### config.mk
export PLATFORM = sky130hd
export DESIGN_NAME = wall_probe_arbiter_flat
export DESIGN_NICKNAME = d
export VERILOG_FILES = /design/src/rtl/wall_probe_arbiter_if.sv /design/src/rtl/wall_probe_arbiter.sv /design/src/flat_wrapper.sv
export SDC_FILE = /design/constraint.sdc
export NUM_CORES = 1
export LEC_CHECK = 0
export ABC_AREA = 1
export ABC_CLOCK_PERIOD_IN_PS = 4250
export CORE_AREA = 2 2 133 102
export DETAILED_ROUTE_END_ITERATION = 10
export DIE_AREA = 0 0 135 104
export GPL_ROUTABILITY_DRIVEN = 1
export GPL_TIMING_DRIVEN = 0
export REMOVE_ABC_BUFFERS = 1
export SLEW_MARGIN = 10
export SYNTH_ARGS = -nofsm -noshare
export SYNTH_HDL_FRONTEND = slang
export SYNTH_SLANG_ARGS = --single-unit
### constraint.sdc
create_clock -name clk -period 4.25 [get_ports clk]
set_input_delay 0.85 -clock clk [delete_from_list [all_inputs] [get_ports clk]]
set_output_delay 0.85 -clock clk [all_outputs]
set_load 0.01 [all_outputs]
### src/rtl/wall_probe_arbiter_if.sv
// Signal bundle between the movers/wall lookup (master) and wall_probe_arbiter (slave).
interface wall_probe_arbiter_if #(
  parameter int NREQ   = 4,
  parameter int COORDW = 10
);
  localparam int IDW = $clog2(NREQ);

  logic [NREQ-1:0]        req;
  logic [NREQ*COORDW-1:0] req_x;
  logic [NREQ*COORDW-1:0] req_y;
  logic [NREQ-1:0]        gnt;
  logic                   done;
  logic [IDW-1:0]         done_id;
  logic                   blocked;
  logic [COORDW-1:0]      probe_x;
  logic [COORDW-1:0]      probe_y;
  logic                   probe_valid;
  logic                   wall_hit;

  modport master (
    output req, req_x, req_y, wall_hit,
    input  gnt, done, done_id, blocked, probe_x, probe_y, probe_valid
  );

  modport slave (
    input  req, req_x, req_y, wall_hit,
    output gnt, done, done_id, blocked, probe_x, probe_y, probe_valid
  );
endinterface

### src/rtl/wall_probe_arbiter.sv
// Round-robin arbiter sharing one maze wall lookup among NREQ movers; each job
// probes the four clamped corners of a sprite box and reports blocked/clear.
module wall_probe_arbiter #(
  parameter int NREQ       = 4,
  parameter int COORDW     = 10,
  parameter int HALF       = 10,
  parameter int XMAX       = 380,
  parameter int YMAX       = 432,
  parameter int LOOKUP_LAT = 1
) (
  input  logic                 clk,
  input  logic                 reset,
  wall_probe_arbiter_if.slave  bus
);
  localparam int IDW = $clog2(NREQ);
  localparam int CW1 = COORDW + 1;
  localparam logic [LOOKUP_LAT-1:0] PIPE_LAST = LOOKUP_LAT'(1) << (LOOKUP_LAT - 1);

  typedef enum logic [1:0] {IDLE, ISSUE, DRAIN, RESP} state_t;

  state_t                state_q, state_d;
  logic [IDW-1:0]        rr_ptr_q, rr_ptr_d;
  logic [IDW-1:0]        gnt_id_q, gnt_id_d;
  logic [COORDW-1:0]     x_q, x_d;
  logic [COORDW-1:0]     y_q, y_d;
  logic [1:0]            k_q, k_d;
  logic                  hit_acc_q, hit_acc_d;
  logic [LOOKUP_LAT-1:0] vpipe_q, vpipe_d;
  logic [COORDW-1:0]     probe_x_q, probe_x_d;
  logic [COORDW-1:0]     probe_y_q, probe_y_d;
  logic                  probe_valid_q, probe_valid_d;
  logic                  done_q, done_d;
  logic                  blocked_q, blocked_d;
  logic [IDW-1:0]        done_id_q, done_id_d;

  logic                  grant_en;
  logic [IDW-1:0]        win_id;
  logic [COORDW-1:0]     req_x_arr [NREQ];
  logic [COORDW-1:0]     req_y_arr [NREQ];
  logic [COORDW-1:0]     src_x, src_y;
  logic [COORDW-1:0]     lo_x, hi_x, lo_y, hi_y;
  logic [COORDW-1:0]     next_px, next_py;
  logic [1:0]            k_next;
  logic                  hit_in;

  function automatic logic [IDW-1:0] wrap_idx(input logic [IDW-1:0] base, input int off);
    int s;
    s = int'(base) + off;
    if (s >= NREQ) s = s - NREQ;
    return IDW'(s);
  endfunction

  // Corner arithmetic uses one extra bit so the low side cannot wrap below zero.
  function automatic logic [COORDW-1:0] corner_lo(input logic [COORDW-1:0] c);
    logic [CW1-1:0] w;
    w = {1'b0, c};
    return (w < CW1'(HALF)) ? '0 : COORDW'(w - CW1'(HALF));
  endfunction

  function automatic logic [COORDW-1:0] corner_hi(input logic [COORDW-1:0] c,
                                                  input logic [CW1-1:0]    lim);
    logic [CW1-1:0] s;
    s = {1'b0, c} + CW1'(HALF);
    return (s > lim) ? COORDW'(lim) : COORDW'(s);
  endfunction

  always_comb begin
    for (int i = 0; i < NREQ; i++) begin
      req_x_arr[i] = bus.req_x[i*COORDW +: COORDW];
      req_y_arr[i] = bus.req_y[i*COORDW +: COORDW];
    end
  end

  // Scan from the far end so the nearest requester after rr_ptr wins last.
  always_comb begin
    grant_en = 1'b0;
    win_id   = '0;
    for (int off = NREQ - 1; off >= 0; off--) begin
      if (bus.req[wrap_idx(rr_ptr_q, off)]) begin
        grant_en = 1'b1;
        win_id   = wrap_idx(rr_ptr_q, off);
      end
    end
    grant_en = grant_en && (state_q == IDLE) && !reset;
  end

  always_comb begin
    src_x   = grant_en ? req_x_arr[win_id] : x_q;
    src_y   = grant_en ? req_y_arr[win_id] : y_q;
    k_next  = grant_en ? 2'd0 : k_q + 2'd1;
    lo_x    = corner_lo(src_x);
    hi_x    = corner_hi(src_x, CW1'(XMAX));
    lo_y    = corner_lo(src_y);
    hi_y    = corner_hi(src_y, CW1'(YMAX));
    next_px = k_next[0] ? hi_x : lo_x;
    next_py = k_next[1] ? hi_y : lo_y;
  end

  assign hit_in = vpipe_q[LOOKUP_LAT-1] & bus.wall_hit;

  always_comb begin
    // NOTE: every _d starts from a default so no branch below can infer a latch.
    state_d       = state_q;
    rr_ptr_d      = rr_ptr_q;
    gnt_id_d      = gnt_id_q;
    x_d           = x_q;
    y_d           = y_q;
    k_d           = k_q;
    hit_acc_d     = hit_acc_q | hit_in;
    vpipe_d       = LOOKUP_LAT'({vpipe_q, probe_valid_q});
    probe_x_d     = probe_x_q;
    probe_y_d     = probe_y_q;
    probe_valid_d = 1'b0;
    done_d        = 1'b0;
    blocked_d     = 1'b0;
    done_id_d     = '0;

    unique case (state_q)
      IDLE: begin
        if (grant_en) begin
          state_d       = ISSUE;
          rr_ptr_d      = (win_id == IDW'(NREQ - 1)) ? '0 : win_id + 1'b1;
          gnt_id_d      = win_id;
          x_d           = src_x;
          y_d           = src_y;
          k_d           = 2'd0;
          hit_acc_d     = 1'b0;
          probe_x_d     = next_px;
          probe_y_d     = next_py;
          probe_valid_d = 1'b1;
        end
      end
      ISSUE: begin
        if (k_q == 2'd3) begin
          state_d = DRAIN;
        end else begin
          k_d           = k_next;
          probe_x_d     = next_px;
          probe_y_d     = next_py;
          probe_valid_d = 1'b1;
        end
      end
      DRAIN: begin
        // Only the fourth probe's slot is left, and its result is on wall_hit now.
        if (vpipe_q == PIPE_LAST) begin
          state_d   = RESP;
          done_d    = 1'b1;
          blocked_d = hit_acc_d;
          done_id_d = gnt_id_q;
        end
      end
      RESP: begin
        state_d = IDLE;
      end
      default: state_d = IDLE;
    endcase
  end

  always_ff @(posedge clk) begin
    // NOTE: all state, including the probe pipeline, is cleared so an aborted job leaves nothing in flight.
    if (reset) begin
      state_q       <= IDLE;
      rr_ptr_q      <= '0;
      gnt_id_q      <= '0;
      x_q           <= '0;
      y_q           <= '0;
      k_q           <= '0;
      hit_acc_q     <= 1'b0;
      vpipe_q       <= '0;
      probe_x_q     <= '0;
      probe_y_q     <= '0;
      probe_valid_q <= 1'b0;
      done_q        <= 1'b0;
      blocked_q     <= 1'b0;
      done_id_q     <= '0;
    end else begin
      // NOTE: non-blocking so every flop captures the pre-edge _d values together.
      state_q       <= state_d;
      rr_ptr_q      <= rr_ptr_d;
      gnt_id_q      <= gnt_id_d;
      x_q           <= x_d;
      y_q           <= y_d;
      k_q           <= k_d;
      hit_acc_q     <= hit_acc_d;
      vpipe_q       <= vpipe_d;
      probe_x_q     <= probe_x_d;
      probe_y_q     <= probe_y_d;
      probe_valid_q <= probe_valid_d;
      done_q        <= done_d;
      blocked_q     <= blocked_d;
      done_id_q     <= done_id_d;
    end
  end

  assign bus.gnt         = grant_en ? (NREQ'(1) << win_id) : '0;
  assign bus.done        = done_q;
  assign bus.done_id     = done_id_q;
  assign bus.blocked     = blocked_q;
  assign bus.probe_x     = probe_x_q;
  assign bus.probe_y     = probe_y_q;
  assign bus.probe_valid = probe_valid_q;

endmodule
### src/flat_wrapper.sv
// flat-port wrapper written by rule: the top's interface ports become plain ports
module wall_probe_arbiter_flat 
#(
  parameter int NREQ       = 4,
  parameter int COORDW     = 10,
  parameter int HALF       = 10,
  parameter int XMAX       = 380,
  parameter int YMAX       = 432,
  parameter int LOOKUP_LAT = 1
)
  (clk, reset, bus_req, bus_req_x, bus_req_y, bus_wall_hit, bus_gnt, bus_done, bus_done_id, bus_blocked, bus_probe_x, bus_probe_y, bus_probe_valid);
  wall_probe_arbiter_if #(.NREQ(NREQ), .COORDW(COORDW)) bus_i ();
  input  logic clk;
  input  logic reset;
  input wire logic [$bits(bus_i.req)-1:0] bus_req;
  input wire logic [$bits(bus_i.req_x)-1:0] bus_req_x;
  input wire logic [$bits(bus_i.req_y)-1:0] bus_req_y;
  input wire logic [$bits(bus_i.wall_hit)-1:0] bus_wall_hit;
  output wire logic [$bits(bus_i.gnt)-1:0] bus_gnt;
  output wire logic [$bits(bus_i.done)-1:0] bus_done;
  output wire logic [$bits(bus_i.done_id)-1:0] bus_done_id;
  output wire logic [$bits(bus_i.blocked)-1:0] bus_blocked;
  output wire logic [$bits(bus_i.probe_x)-1:0] bus_probe_x;
  output wire logic [$bits(bus_i.probe_y)-1:0] bus_probe_y;
  output wire logic [$bits(bus_i.probe_valid)-1:0] bus_probe_valid;
  assign bus_i.req = bus_req;
  assign bus_i.req_x = bus_req_x;
  assign bus_i.req_y = bus_req_y;
  assign bus_i.wall_hit = bus_wall_hit;
  assign bus_gnt = bus_i.gnt;
  assign bus_done = bus_i.done;
  assign bus_done_id = bus_i.done_id;
  assign bus_blocked = bus_i.blocked;
  assign bus_probe_x = bus_i.probe_x;
  assign bus_probe_y = bus_i.probe_y;
  assign bus_probe_valid = bus_i.probe_valid;
  wall_probe_arbiter #(.NREQ(NREQ), .COORDW(COORDW), .HALF(HALF), .XMAX(XMAX), .YMAX(YMAX), .LOOKUP_LAT(LOOKUP_LAT)) u_core (.clk(clk), .reset(reset), .bus(bus_i));
endmodule
==> PnR_summary.wiki <==
{| class="wikitable"
! Metric !! Value
|-
| Result of the run || finished, final reports clean
|-
| Average footprint of a synthesized cell || 6.32 µm²
|-
| Starting Density || 34.2%
|-
| Max clock buf depth || 2
|-
| Leakage Power || 2.71 nW
|-
| Cell-internal power || 2.41 mW
|-
| Warnings, synthesis || 0
|-
| Count of different cell masters after synthesis || 45
|-
| Number of DRC markers after the initial detailed-route iteration || 227
|-
| Area added between synthesis and finish || 34.3%
|-
| Filler cells || 1,343
|-
| List of cells traversed by the critical path || clkdlybuf4s50_1 -> inv_1 -> nand2_1 -> nand3_1 -> nand2_1 -> inv_2 -> nand2_4 -> nand2_2 -> nand2_8 -> nand2_8 -> inv_8 -> ha_1 -> inv_1 -> nor2_1 -> clkdlybuf4s50_1
|-
| Register-to-register setup slack || 0.76 ns
|-
| Data required time at the worst endpoint || 3.40 ns
|-
| HPWL Detailed || 9250 µm
|-
| Critical Path Slowest Stage Cell || clkdlybuf4s50_1
|-
| Hold Fails Final Rpt || 0
|-
| Maximum vdd drop || 0.370 mV
|-
| Final Max Slew Viols || 0
|-
| Cell area after placement || 5600 µm²
|-
| Pin count of the biggest net entering global routing || 32
|-
| Setup repair after global routing missed its margin || no
|-
| Reported net switching power || 3.00 mW
|-
| WL final || 13,200 µm
|-
| Number of maximum-capacitance violations || 0
|-
| Reg2Reg Depth || 24
|-
| Number of cells on the critical path || 15
|-
| Worst path top cell family by delay || buffers and inverters
|-
| Number of top-level design ports || 116
|-
| Clock network latency to the later pin of the worst-skew pair || 0.30 ns
|-
| Overall via count from detail_route || 4,728
|-
| Worst-case headroom to the max-slew limit || 52.4%
|-
| Post-layout min period || 4.16 ns
|-
| Post-Syn Area || 4380 µm²
|-
| Average wire per cell in the routed design || 13.6 µm
|-
| FF+latch area || 1100 µm²
|-
| Final setup TNS || 0 ns
|-
| Routed vias/inst || 4.88
|-
| Amount of wire on met3 after detailed routing || 576 µm
|-
| Final Cell Area || 5880 µm²
|-
| Post-route antenna net violation count || 0
|-
| Fmax achieved || 240 MHz
|-
| Floorplan die height || 104 µm
|-
| Setup violation total in the final timing report || 0
|-
| Die boundary width || 135 µm
|-
| Switching Fraction || 55.5%
|-
| Standard-cell row count || 36
|-
| Total power divided by cell area || 920 nW/µm²
|-
| Fraction of layout instances using a drive strength above 1 || 12.0%
|-
| Setup crit start kind || input pin
|-
| CP peak stage delay || 0.55 ns
|-
| Total clock buffers created by CTS || 5
|-
| Clock share of power || 8.7%
|-
| Clock tree from TritonCTS || yes
|-
| Number of sinks driven by the clock tree || 55
|-
| Post-cts hold buffer count || 0
|-
| DR pass1 iterations || 5
|-
| Endpoint of the most critical register-to-register path || u_core.bus.probe_y[3]
|-
| Clk slew on worst S/H paths || 0.07 ns
|-
| Comb pwr share || 77.0%
|-
| Post-route clock period utilization || 97.9%
|-
| Top fanout value on the critical path || 16
|-
| Arrival time reported for the critical path endpoint || 3.31 ns
|-
| Worst setup endpoint || bus_gnt[3]
|-
| Wire length of the first global-routing pass || 21,200 µm
|-
| Met2 routed WL || 6020 µm
|-
| Count of input and output buffers || 115
|-
| Register share of total power || 14.4%
|-
| Number of H-tree levels || 2
|-
| DRC violation count after routing || 0
|-
| Global placer's final weighted congestion || 0.888
|-
| Hold/Removal Path Class || register to register
|-
| Number of inserted diodes || 0
|-
| Post-Synthesis Cells || 693
|-
| R2R Path Start || u_core.rr_ptr_q[0]
|-
| Combined global-route utilization of all metal layers || 18.2%
|-
| Critical Path End Type || output port
|-
| Crit path from || bus_req[1]
|-
| Clock tree root buffer cell || clkbuf_16
|-
| Antenna violations before repair || 0
|-
| Met1 Wirelength || 6490 µm
|-
| Critical path class || input pin to output port
|-
| Via count of the first global-routing pass || 4,448
|-
| Number of nets in the layout || 898
|-
| Multi-input logic area || 2850 µm²
|-
| Placeable core area || 12,800 µm²
|-
| Die area || 14,000 µm²
|-
| Synth Register Bits || 55
|-
| Part of the Yosys area used for sequential elements || 25.1%
|-
| Overall power consumption || 5.41 mW
|-
| Top routing layer in use || met4
|-
| Aggregate global routing overflow || 0
|-
| Transition at the pin with the smallest max-transition slack || 0.710 ns
|-
| Worst setup skew after layout || 0.00193 ns
|-
| Buffering stage count on the worst path with inverters included || 6
|}
worst reg2reg max path, cell delays in order, from the launching register on:
cell      delay [ns]
dfxtp_1         0.46
inv_2           0.17
nand2_1         0.10
nand2_1         0.07
nand2_2         0.09
nand2_4         0.08
o21ai_2         0.37
nand2_8         0.13
buf_4           0.19
nand3_1         0.07
nand3_1         0.10
nand2_1         0.09
nand2_1         0.06
nand2_2         0.12
inv_1           0.10
ha_1            0.31
inv_1           0.09
nand3_1         0.10
nor2_1          0.11
nand2_1         0.06
nand4_1         0.09
nand2_1         0.08
nand3b_1        0.16
nand3_1         0.10
a21oi_1         0.13
state kept, by name (all words and copies together) (netlist names):
register / flops
u_core.bus.blocked: 1
u_core.bus.done: 1
u_core.bus.done_id: 2
u_core.bus.probe_valid: 1
u_core.bus.probe_x: 10
u_core.bus.probe_y: 10
u_core.gnt_id_q: 2
u_core.hit_acc_q: 1
u_core.k_q: 2
u_core.rr_ptr_q: 2
u_core.state_q: 2
u_core.vpipe_q: 1
u_core.x_q: 10
u_core.y_q: 10
cells in the final DEF, fill, tap and decap left out, types with 9 or more instances in the layout:
cell and instances:
nor2_1 54, inv_1 76, nand2_1 197, a21oi_1 27, nand2_4 13, nand2_2 18
dfxtp_1 55, ha_1 13, nand3_1 102, o21ai_0 25, clkdlybuf4s50_1 114, nand3b_1 9
inv_2 10, nand3_2 11
kinds of logic after synthesis:
logic type      share of synthesized area, %
compound gates                          9.85
flops                                   25.1
xor+xnor                                1.97
fa+ha+maj                               3.71
buf+inv                                 11.6
simple gates                            47.8
repair_timing:
action,4_1_cts,5_1_grt
resized for setup,9,9
cloned,1,4
pin swaps,1,2
setup buffers,0,3
setup endpoints to repair,26,21
cell usage after synthesis (all sizes together):
cell,number,area share [%]
a21oi,30,3.7
nand3b,9,1.5
a211oi,3,0.63
nor3,3,0.46
or2,5,0.83
nand2,227,23
clkbuf,7,0.60
nand4,4,0.57
o21bai,2,0.69
nand3,114,15
and2,2,0.34
dfxtp,55,25
o21ai,32,3.9
o22ai,3,0.43
o211ai,2,0.34
ha,13,3.7
buf,19,3.1
or3,1,0.26
xor2,9,2.0
inv,90,7.8
a21boi,1,0.17
nor2,61,6.3
clkinv,1,0.086
per-layer routing:
metal  vias up  GRT usage, %
met1      2172          24.2
met2       114          31.5
met3        11          2.78
met4         0          3.27
li1       2431             -
met5         -             0
worst min path at each step:
stage	from	end	slack, ns	depth (start not counted)
after floorplan	u_core.gnt_id_q[0]	u_core.bus.done_id[0]	0.42	2
after global placement	u_core.bus.probe_valid	u_core.vpipe_q	0.41	2
after detailed placement	u_core.bus.probe_valid	u_core.vpipe_q	0.42	2
after CTS	u_core.bus.probe_valid	u_core.vpipe_q	0.43	2
after global routing	u_core.bus.probe_valid	u_core.vpipe_q	0.46	2
final	u_core.bus.probe_valid	u_core.vpipe_q	0.43	2
final cells by class:
cell class	instances	area share, %
Multi-Input combinational cell	526	48.4
Timing Repair Buffer	119	20.1
Clock inverter	2	0.638
Inverter	91	6.38
Clock buffer	5	2.13
Sequential cell	55	18.7
Tap cell	171	3.64
power by group through the flow:
stage	logic (mW)	clock network [mW]	registers, mW
final	4.17	0.469	0.779
after global routing	4.71	0.499	0.801
after CTS	4.04	0.483	0.780
after detailed placement	3.96	0	0.790
after global placement	3.86	0	0.785
after floorplan	2.91	0	0.809
metrics by stage:
step	setup WS (ns)	cells	hold slack, ns	util, %
global route	0.00138	969	0.459	46.0
floorplan	0.789	667	0.417	-
global placement	-1.84	953	0.414	43.7
CTS	0.0419	962	0.428	45.4
finish	0.0874	969	0.431	46.0
detailed placement	-1.00	954	0.418	43.8
Note: power is estimated with default switching activity, not from simulation.
